$ cat src/rtl/trojan_guarded_alu.sv
// trojan_guarded_alu: registered ALU with shadow datapath, trigger detection and lockout FSM.
// Define TROJAN_MODEL_EN to plant the modelled Trojan in the primary datapath.
module trojan_guarded_alu_core #(
    parameter int WIDTH = 8,
    parameter logic [WIDTH-1:0] TRIG_A = 8'hA5,
    parameter logic [WIDTH-1:0] TRIG_B = 8'h5A,
    parameter bit TROJAN = 1'b0
) (
    input  logic [WIDTH-1:0] a,
    input  logic [WIDTH-1:0] b,
    input  logic [1:0]       opcode,
    output logic [WIDTH-1:0] res,
    output logic             cy
);
    logic [WIDTH:0] ext;
    logic           hit;
    always_comb begin
        ext = opcode == 2'b00 ? {1'b0, a} + {1'b0, b} :
              opcode == 2'b01 ? {1'b0, a} - {1'b0, b} :
              opcode == 2'b10 ? {1'b0, a & b} : {1'b0, a ^ b};
        hit = TROJAN && opcode == 2'b11 && a == ~TRIG_A && b == ~TRIG_B;
        res = hit ? '0 : ext[WIDTH-1:0];
        cy  = ext[WIDTH];
    end
endmodule

module trojan_guarded_alu #(
    parameter int WIDTH = 8,
    parameter logic [WIDTH-1:0] TRIG_A = 8'hA5,
    parameter logic [WIDTH-1:0] TRIG_B = 8'h5A,
    parameter int ALERT_THRESH = 3,
    parameter int QUIET_CYCLES = 8,
    parameter int LOCK_CYCLES = 16
) (
    input  logic             clk,
    input  logic             rst,
    input  logic             in_valid,
    output logic             in_ready,
    input  logic [WIDTH-1:0] a,
    input  logic [WIDTH-1:0] b,
    input  logic [1:0]       opcode,
    output logic             out_valid,
    output logic [WIDTH-1:0] result,
    output logic             carry,
    output logic             zero,
    output logic             detect,
    output logic             mitigation_active,
    output logic             locked,
    output logic [7:0]       det_count
);
`ifdef TROJAN_MODEL_EN
    localparam bit TROJAN = 1'b1;
`else
    localparam bit TROJAN = 1'b0;
`endif
    localparam int EW = $clog2(ALERT_THRESH + 1);
    localparam int QW = $clog2(QUIET_CYCLES + 1);
    localparam int LW = $clog2(LOCK_CYCLES + 1);

    typedef enum logic [1:0] {NORMAL, ALERT, LOCKOUT, RECOVER} state_t;
    state_t state, ns;
    logic [EW-1:0] ep;
    logic [QW-1:0] qt;
    logic [LW-1:0] lt;
    logic [WIDTH-1:0] p_res, s_res, out_res;
    logic p_cy, s_cy, acc, det;

    trojan_guarded_alu_core #(.WIDTH(WIDTH), .TRIG_A(TRIG_A), .TRIG_B(TRIG_B), .TROJAN(TROJAN)) u_primary (
        .a(a), .b(b), .opcode(opcode), .res(p_res), .cy(p_cy)
    );
    trojan_guarded_alu_core #(.WIDTH(WIDTH), .TRIG_A(TRIG_A), .TRIG_B(TRIG_B), .TROJAN(1'b0)) u_shadow (
        .a(a), .b(b), .opcode(opcode), .res(s_res), .cy(s_cy)
    );

    always_comb begin
        acc     = in_valid & in_ready;
        det     = acc & ({p_res, p_cy} != {s_res, s_cy} || (opcode == 2'b11 && a == TRIG_A && b == TRIG_B));
        out_res = det ? s_res : p_res;
        ns      = state;
        case (state)
            NORMAL:  ns = det ? (ALERT_THRESH == 1 ? LOCKOUT : ALERT) : NORMAL;
            ALERT:   ns = det ? (ep + EW'(1) == EW'(ALERT_THRESH) ? LOCKOUT : ALERT) :
                           (qt == QW'(QUIET_CYCLES - 1) ? NORMAL : ALERT);
            LOCKOUT: ns = lt == LW'(LOCK_CYCLES - 1) ? RECOVER : LOCKOUT;
            default: ns = NORMAL;
        endcase
    end

    always_ff @(posedge clk or posedge rst) begin
        if (rst) begin
            state             <= NORMAL;
            ep                <= '0;
            qt                <= '0;
            lt                <= '0;
            in_ready          <= 1'b1;
            locked            <= 1'b0;
            mitigation_active <= 1'b0;
        end else begin
            state             <= ns;
            ep                <= (ns == NORMAL || ns == RECOVER) ? '0 : det ? ep + EW'(1) : ep;
            qt                <= (state == ALERT && ns == ALERT && !det) ? qt + QW'(1) : '0;
            lt                <= (state == LOCKOUT && ns == LOCKOUT) ? lt + LW'(1) : '0;
            in_ready          <= ns != LOCKOUT && ns != RECOVER;
            locked            <= ns == LOCKOUT;
            mitigation_active <= ns != NORMAL;
        end
    end

    always_ff @(posedge clk or posedge rst) begin
        if (rst) begin
            out_valid <= 1'b0;
            result    <= '0;
            carry     <= 1'b0;
            zero      <= 1'b0;
            detect    <= 1'b0;
            det_count <= '0;
        end else begin
            out_valid <= acc;
            if (acc) begin
                result <= out_res;
                carry  <= det ? s_cy : p_cy;
                zero   <= out_res == '0;
                detect <= det;
            end
            if (det && det_count != 8'hFF) det_count <= det_count + 8'd1;
        end
    end
endmodule

$ cat config.mk
export PLATFORM = sky130hd
export DESIGN_NAME = trojan_guarded_alu
export DESIGN_NICKNAME = d
export VERILOG_FILES = /design/src/rtl/trojan_guarded_alu.sv
export SDC_FILE = /design/constraint.sdc
export NUM_CORES = 1
export LEC_CHECK = 0
export CAP_MARGIN = 20
export CELL_PAD_IN_SITES_DETAIL_PLACEMENT = 0
export CELL_PAD_IN_SITES_GLOBAL_PLACEMENT = 1
export CORE_MARGIN = 2
export CORE_UTILIZATION = 44
export CTS_CLUSTER_SIZE = 28
export DETAILED_ROUTE_END_ITERATION = 7
export PLACE_DENSITY = 0.84
export REMOVE_ABC_BUFFERS = 1
export SYNTH_ARGS = -nofsm -noshare
export SYNTH_HDL_FRONTEND = slang
export SYNTH_HIERARCHICAL = 1
export SYNTH_SLANG_ARGS = --single-unit
$ cat constraint.sdc
create_clock -name clk -period 2.3 [get_ports clk]
set_input_delay 0.575 -clock clk [delete_from_list [all_inputs] [get_ports clk]]
set_output_delay 0.575 -clock clk [all_outputs]
set_load 0.03 [all_outputs]
==> results of run 1 <==
## routing by layer
layer / track usage (%) / vias up / part of all wire, %
met5: 0 / - / 0
met4: 5.56 / 0 / 0.91
met3: 2.15 / 11 / 3.8
met2: 48.2 / 97 / 54
met1: 31.3 / 1758 / 41
li1: - / 1745 / -
## state kept, by name (all words and copies together) (netlist names), 2 cells and up
signal / count
det_count: 8
ep: 2
lt: 5
qt: 4
result: 8
state: 2
## critical path: cells and delay by family
family / cells / cell delay [ns]
fa+ha+maj: 3 / 0.68
simple gates: 3 / 0.46
xor+xnor: 1 / 0.11
buf+inv: 6 / 0.65
compound gates: 7 / 1.36
## worst paths after layout
path / slack (ns) / end / from / depth (start not counted)
max reg2reg: 0.27 / qt[0] / lt[0] / 9
max in group asynchronous: 1.26 / in_ready / rst / 3
min: 0.47 / qt[0] / qt[0] / 1
min reg2reg: 0.47 / qt[0] / qt[0] / 1
min in group asynchronous: 0.69 / det_count[0] / rst / 3
max: -1.34 / ep[1] / a[0] / 20
## cells in the final DEF, fill, tap and decap left out, drive strengths merged, types with 7 or more instances in the layout
cell type	synthesis	routed
o21ai	10	10
nor2b	8	8
clkdlybuf4s50	0	26
nor3	8	8
mux2	10	10
dfrtp	35	35
buf	11	128
nor2	29	29
nand2	25	25
a211oi	8	8
ha	41	41
a21oi	22	22
inv	44	43
nand2b	12	12
xor2	7	7
and3	8	8
clkbuf	7	8
xnor2	16	16
nand3	7	7
## report_power, final
part / total [mW] / internal [mW] / switching [mW]
Sequential: 0.958 / 0.818 / 0.139
Clock: 0.603 / 0.382 / 0.221
Combinational: 2.40 / 1.19 / 1.21
Total: 3.96 / 2.39 / 1.57
## area by class of cell
class                   count  share of cell area (%)
well taps                 105                    2.23
inverters                  44                    2.97
clock inverters             1                   0.509
clock buffers               7                    1.63
multi-input cells         306                    53.4
repair buffers            162                    24.0
flip-flops and latches     36                    15.3
## cell families (layout without fill, tap and decap cells)
kind of cell,count (synthesis),after routing,synth area share (%)
buffers and inverters,62,214,8.46
multiplexers,18,18,6.03
adder cells (fa/ha/maj),45,45,16.4
flip-flops,36,36,25.0
AND/OR/NAND/NOR,126,126,19.1
AO/OA/AOI/OAI,94,94,19.4
XOR/XNOR,23,23,5.58
## per-stage QoR
stage	utilization, %	std cells
floorplan	-	386
global placement	59.7	634
detailed placement	59.7	634
CTS	70.0	658
global route	72.9	661
finish	72.9	661
## timing repair
action                                  in CTS  in global routing
setup buffers                               16                  6
pin swaps                                   64                 28
cloned                                       1                  0
endpoints found under the setup margin      34                 31
resized for setup                          177                 47
==> summary.md, run 1 <==
| Metric | Value |
|---|---|
| Initial antenna violation count | 0 |
| CTS tree | built |
| Synth area leaders | dfrtp_1 24%, ha_1 14%, inv_1 4.6%, xnor2_1 3.9%, mux2_2 3.1% |
| I/O pins | 44 |
| Max H-tree Level | 2 |
| Post-synth ARST share | 100% |
| Required time of the critical path | 2.48 ns |
| WHS | 0.472 ns |
| Cell Pwr Density | 671 nW/µm² |
| Min Tclk post-route | 3.64 ns |
| Total CTS buffers | 5 |
| CP Capture Type | register |
| Crit-path cells | buf_12 > clkinv_4 > ha_4 > inv_2 > fa_2 > a21oi_2 > o21bai_1 > a31o_2 > a31o_4 > a211oi_4 > buf_4 > xnor2_2 > nand3_2 > nor4_4 > a21oi_2 > buf_4 > a31oi_4 > buf_6 > ha_4 > and2_1 |
| Worst Max-Slew Pin Slew | 0.518 ns |
| Die width | 94.6 µm |
| Fin. Hold Viols | 0 |
| Starting Density | 44.6% |
| Register Area | 902 µm² |
| Max frequency | 274 MHz |
| Layout Skew | 0.0107 ns |
| First-pass GRT wire length | 17.9 mm |
| Peak supply drop | 0.775 mV |
| Sink Count | 36 |
| Number of diodes | 0 |
| 1st-iter DRT viols | 152 |
| Relative slew slack | 65.4% |
| Arrival @ worst endpoint | 3.82 ns |
| Vias per cell | 5.46 |
| Synth warnings | 6 |
| Slowest library cell on the worst path | fa_2 |
| Gpl congestion | 0.905 |
| Via count | 3,611 |
| Crit Path Category | input pin to register |
| Cell Area, Synth | 3610 µm² |
| CTS clk-pin slew, worst paths | 0.07 ns |
| Die area | 8940 µm² |
| Final setup viols | 30 |
| Leak | 2.63 nW |
| Synth Area per Inst | 8.93 µm² |
| Number of fill cells | 589 |
| RSZ-0062 raised after global routing | true |
| Layout area overhead | 63.5% |
| Nets | 621 |
| Hold_buf cts | 0 |
| Worst Hold Class | register to register |
| Post-DP HPWL | 7.84 mm |
| Slowest Stage Delay on Critical Path | 0.36 ns |
| Library cells used by synthesis | 60 |
| Routed Wire Length | 11.4 mm |
| Top cell type's share of synthesized area | 24.3% |
| Total gr overflow | 0 |
| Vias in the first global route | 3,736 |
| Worst-skew pair later-pin latency | 0.29 ns |
| Failing checks | setup timing |
| Core Footprint | 8090 µm² |
| Most numerous cell in the Yosys netlist | inv_1 |
| Pre-antenna DRT Iters | 5 |
| Clk buf depth | 2 |
| Status | finished with violations |
| Buffers on Ports | 43 |
| EDFF count, synth | 0 |
| Main synth FF type | dfrtp_1 |
| Area of the multi-input gates | 3150 µm² |
| Final period util | 158% |
| Wire per inst | 17.2 µm |
| Rows | 33 |
| Area after DPL | 4830 µm² |
| Cells after Synth | 404 |
| Synthesis-stage register bit count | 36 |
| Post-place setup slack | -2.28 ns |
| Max-cap violations | 0 |
| Critical path fanouts, max | 4 |
| Fraction of layout cells with a size suffix above 1 | 48.6% |
| Fin Setup TNS | -30.47 ns |
| Final worst slack | -1.34 ns |
| Final ANT Viol Nets | 0 |
| Largest net degree at the start of global routing | 37 |
| Sequential fraction of the synthesis area | 25.0% |
| Final Instance Area | 5900 µm² |
| Fin. max-slew vios | 0 |
| Total GRT Usage | 25.4% |
| Power Total | 3.96 mW |
| # DRC | 0 |
| Clock tree root driver cell | clkbuf_8 |
| Startpoint Class | input pin |
| Die height | 94.6 µm |
| Largest area contributor in the netlist | dfrtp_1 |
| Synth cell count leaders | 44 x inv_1, 41 x ha_1, 35 x dfrtp_1 |
No activity file was read; power rests on OpenSTA's default activity.
==> inputs of run 2 (changes only) <==
- SKIP_LAST_GASP: default -> 1
- SLEW_MARGIN: default -> 20
==> run 2 against run 1 <==
The flow still finishes with violations (setup timing). Worst hold slack improved by 0.0014 ns. Combinational power hardly changed. Via count grew 1.4%. Wire length grew 2.6%. Cell count grew 0.61%. Clock skew hardly changed. Clock-buffer cell count stayed put. Die area unchanged. Critical path depth unchanged. Power up 0.59%. Critical endpoint is now ep[0].
==> summary.md, run 2 (same netlist as run 1, synthesis figures left out) <==
| Metric | Value |
|---|---|
| Status | finished with violations |
| Failing checks | setup timing |
| CP Capture Type | register |
| Layout Skew | 0.0110 ns |
| Via count | 3,663 |
| Die width | 94.6 µm |
| Reg2Reg Setup Slack | 0.27 ns |
| Gpl congestion | 0.905 |
| Max-cap violations | 0 |
| Sink Count | 36 |
| Final setup viols | 31 |
| Number of fill cells | 571 |
| Area after DPL | 4830 µm² |
| Final ANT Viol Nets | 0 |
| Layout area overhead | 64.8% |
| Relative slew slack | 66.1% |
| Core Footprint | 8090 µm² |
| Die height | 94.6 µm |
| Clock tree root driver cell | clkbuf_8 |
| Buffers on Ports | 43 |
| Final period util | 160% |
| Commonest non-fill, non-tap cell in the layout | buf_4 |
| Rows | 33 |
| Worst-skew pair later-pin latency | 0.29 ns |
| Wire per inst | 17.6 µm |
| Crit Path Category | input pin to register |
| Combinational group share of total power | 60.8% |
| Min Tclk post-route | 3.67 ns |
| Peak supply drop | 0.734 mV |
| Fin Setup TNS | -31.38 ns |
| WHS | 0.474 ns |
| Cell Pwr Density | 670 nW/µm² |
| Max H-tree Level | 2 |
| CTS clk-pin slew, worst paths | 0.07 ns |
| Vias per cell | 5.51 |
| Slowest library cell on the worst path | a2111o_1 |
| Total internal power | 2.40 mW |
| Slowest Stage Delay on Critical Path | 0.37 ns |
| Flop pwr share | 24.0% |
| Final worst slack | -1.37 ns |
| Vias in the first global route | 3,728 |
| Hold_buf cts | 0 |
| Routed Wire Length | 11.7 mm |
| Required time of the critical path | 2.48 ns |
| Pre-antenna DRT Iters | 4 |
| CTS tree | built |
| 1st-iter DRT viols | 214 |
| Leak | 2.65 nW |
| Switching share of power | 39.8% |
| Largest net degree at the start of global routing | 37 |
| Commonest non-fill, non-tap cells in the layout | 106 x buf_4, 35 x dfrtp_1, 30 x inv_1 |
| I/O pins | 44 |
| Total GRT Usage | 25.4% |
| Delay-heaviest family, CP | compound AO/OA/AOI/OAI gates |
| Number of diodes | 0 |
| Starting Density | 44.6% |
| Arrival @ worst endpoint | 3.85 ns |
| Top Registers | det_count x8, result x8, lt x5 |
| Switching pwr | 1.58 mW |
| Max frequency | 272 MHz |
| Die area | 8940 µm² |
| Worst Max-Slew Pin Slew | 0.508 ns |
| Nets | 625 |
| Fin. Hold Viols | 0 |
| Crit-path cells | buf_12 > buf_4 > clkinv_8 > ha_4 > inv_2 > fa_2 > a21oi_2 > o21bai_2 > a31o_2 > a2111o_1 > o211ai_1 > xnor2_1 > nand3_2 > nor4_4 > a21oi_2 > buf_4 > a31oi_4 > buf_6 > ha_4 > and2_1 |
| Initial antenna violation count | 0 |
| Critical path fanouts, max | 3 |
| Clk buf depth | 2 |
| RSZ-0062 raised after global routing | true |
| # DRC | 0 |
| First-pass GRT wire length | 17.9 mm |
| Post-DP HPWL | 7.84 mm |
| Worst Hold Class | register to register |
| Part of the power in the clock network | 15.2% |
| WP buf/inv | 6 |
| Startpoint Class | input pin |
| Total CTS buffers | 5 |
| Post-place setup slack | -2.28 ns |
| Final Instance Area | 5950 µm² |
| Total gr overflow | 0 |
| Fin. max-slew vios | 0 |
| Fraction of layout cells with a size suffix above 1 | 48.9% |
==> run 2: worst register-to-register path: stages (launching register included) <==
cell and delay [ns]:
dfrtp_1 0.41, ha_1 0.20, and3_1 0.17, ha_1 0.13, inv_1 0.04, o21ai_0 0.34
and2_4 0.26, ha_4 0.15, nand3b_4 0.12, nor2_2 0.14
==> run 2: worst paths after layout <==
check,start,endpoint,depth (start not counted)
worst min register to register,qt[0],qt[0],1
worst min-delay path,qt[0],qt[0],1
worst max-delay path,a[0],ep[0],20
worst max register to register,lt[0],qt[0],9
min in group asynchronous,rst,det_count[7],3
max in group asynchronous,rst,in_ready,3
==> run 2: through the flow <==
stage               instances  utilization (%)  total power [mW]
global route              665             73.5              4.19
detailed placement        634             59.7              2.80
global placement          634             59.7              2.75
floorplan                 386                -              1.99
CTS                       658             69.8              3.78
finish                    665             73.5              3.99
==> run 2: area by class of cell <==
cell class | count | area, µm² | share of cell area (%)
well taps | 105 | 131 | 2.21
flip-flops and latches | 36 | 902 | 15.2
multi-input cells | 306 | 3150 | 53.0
clock buffers | 7 | 96.3 | 1.62
repair buffers | 166 | 1450 | 24.4
clock inverters | 1 | 30.0 | 0.505
inverters | 44 | 188 | 3.15
==> run 2: routing by layer <==
metal / share of wire (%) / GRT usage (%)
met5: 0 / 0
met4: 1.5 / 5.56
met3: 3.2 / 2.15
met2: 54 / 47.9
met1: 41 / 31.3
==> run 2: repair_timing <==
action                     in CTS  in global routing
hold endpoints to repair        0                  0
resized for setup             174                 62
buffers inserted               16                 11
gates cloned                    1                  0
setup endpoints to repair      34                 31
pin swaps                      64                 36
==> run 2: power by group through the flow <==
stage	clock, mW	sequential, mW	combinational [mW]
6_report	0.604	0.958	2.42
5_1_grt	0.641	0.977	2.57
4_1_cts	0.610	0.953	2.22
3_5_place_dp	0	0.961	1.84
3_3_place_gp	0	0.955	1.80
2_1_floorplan	0	1.21	0.771
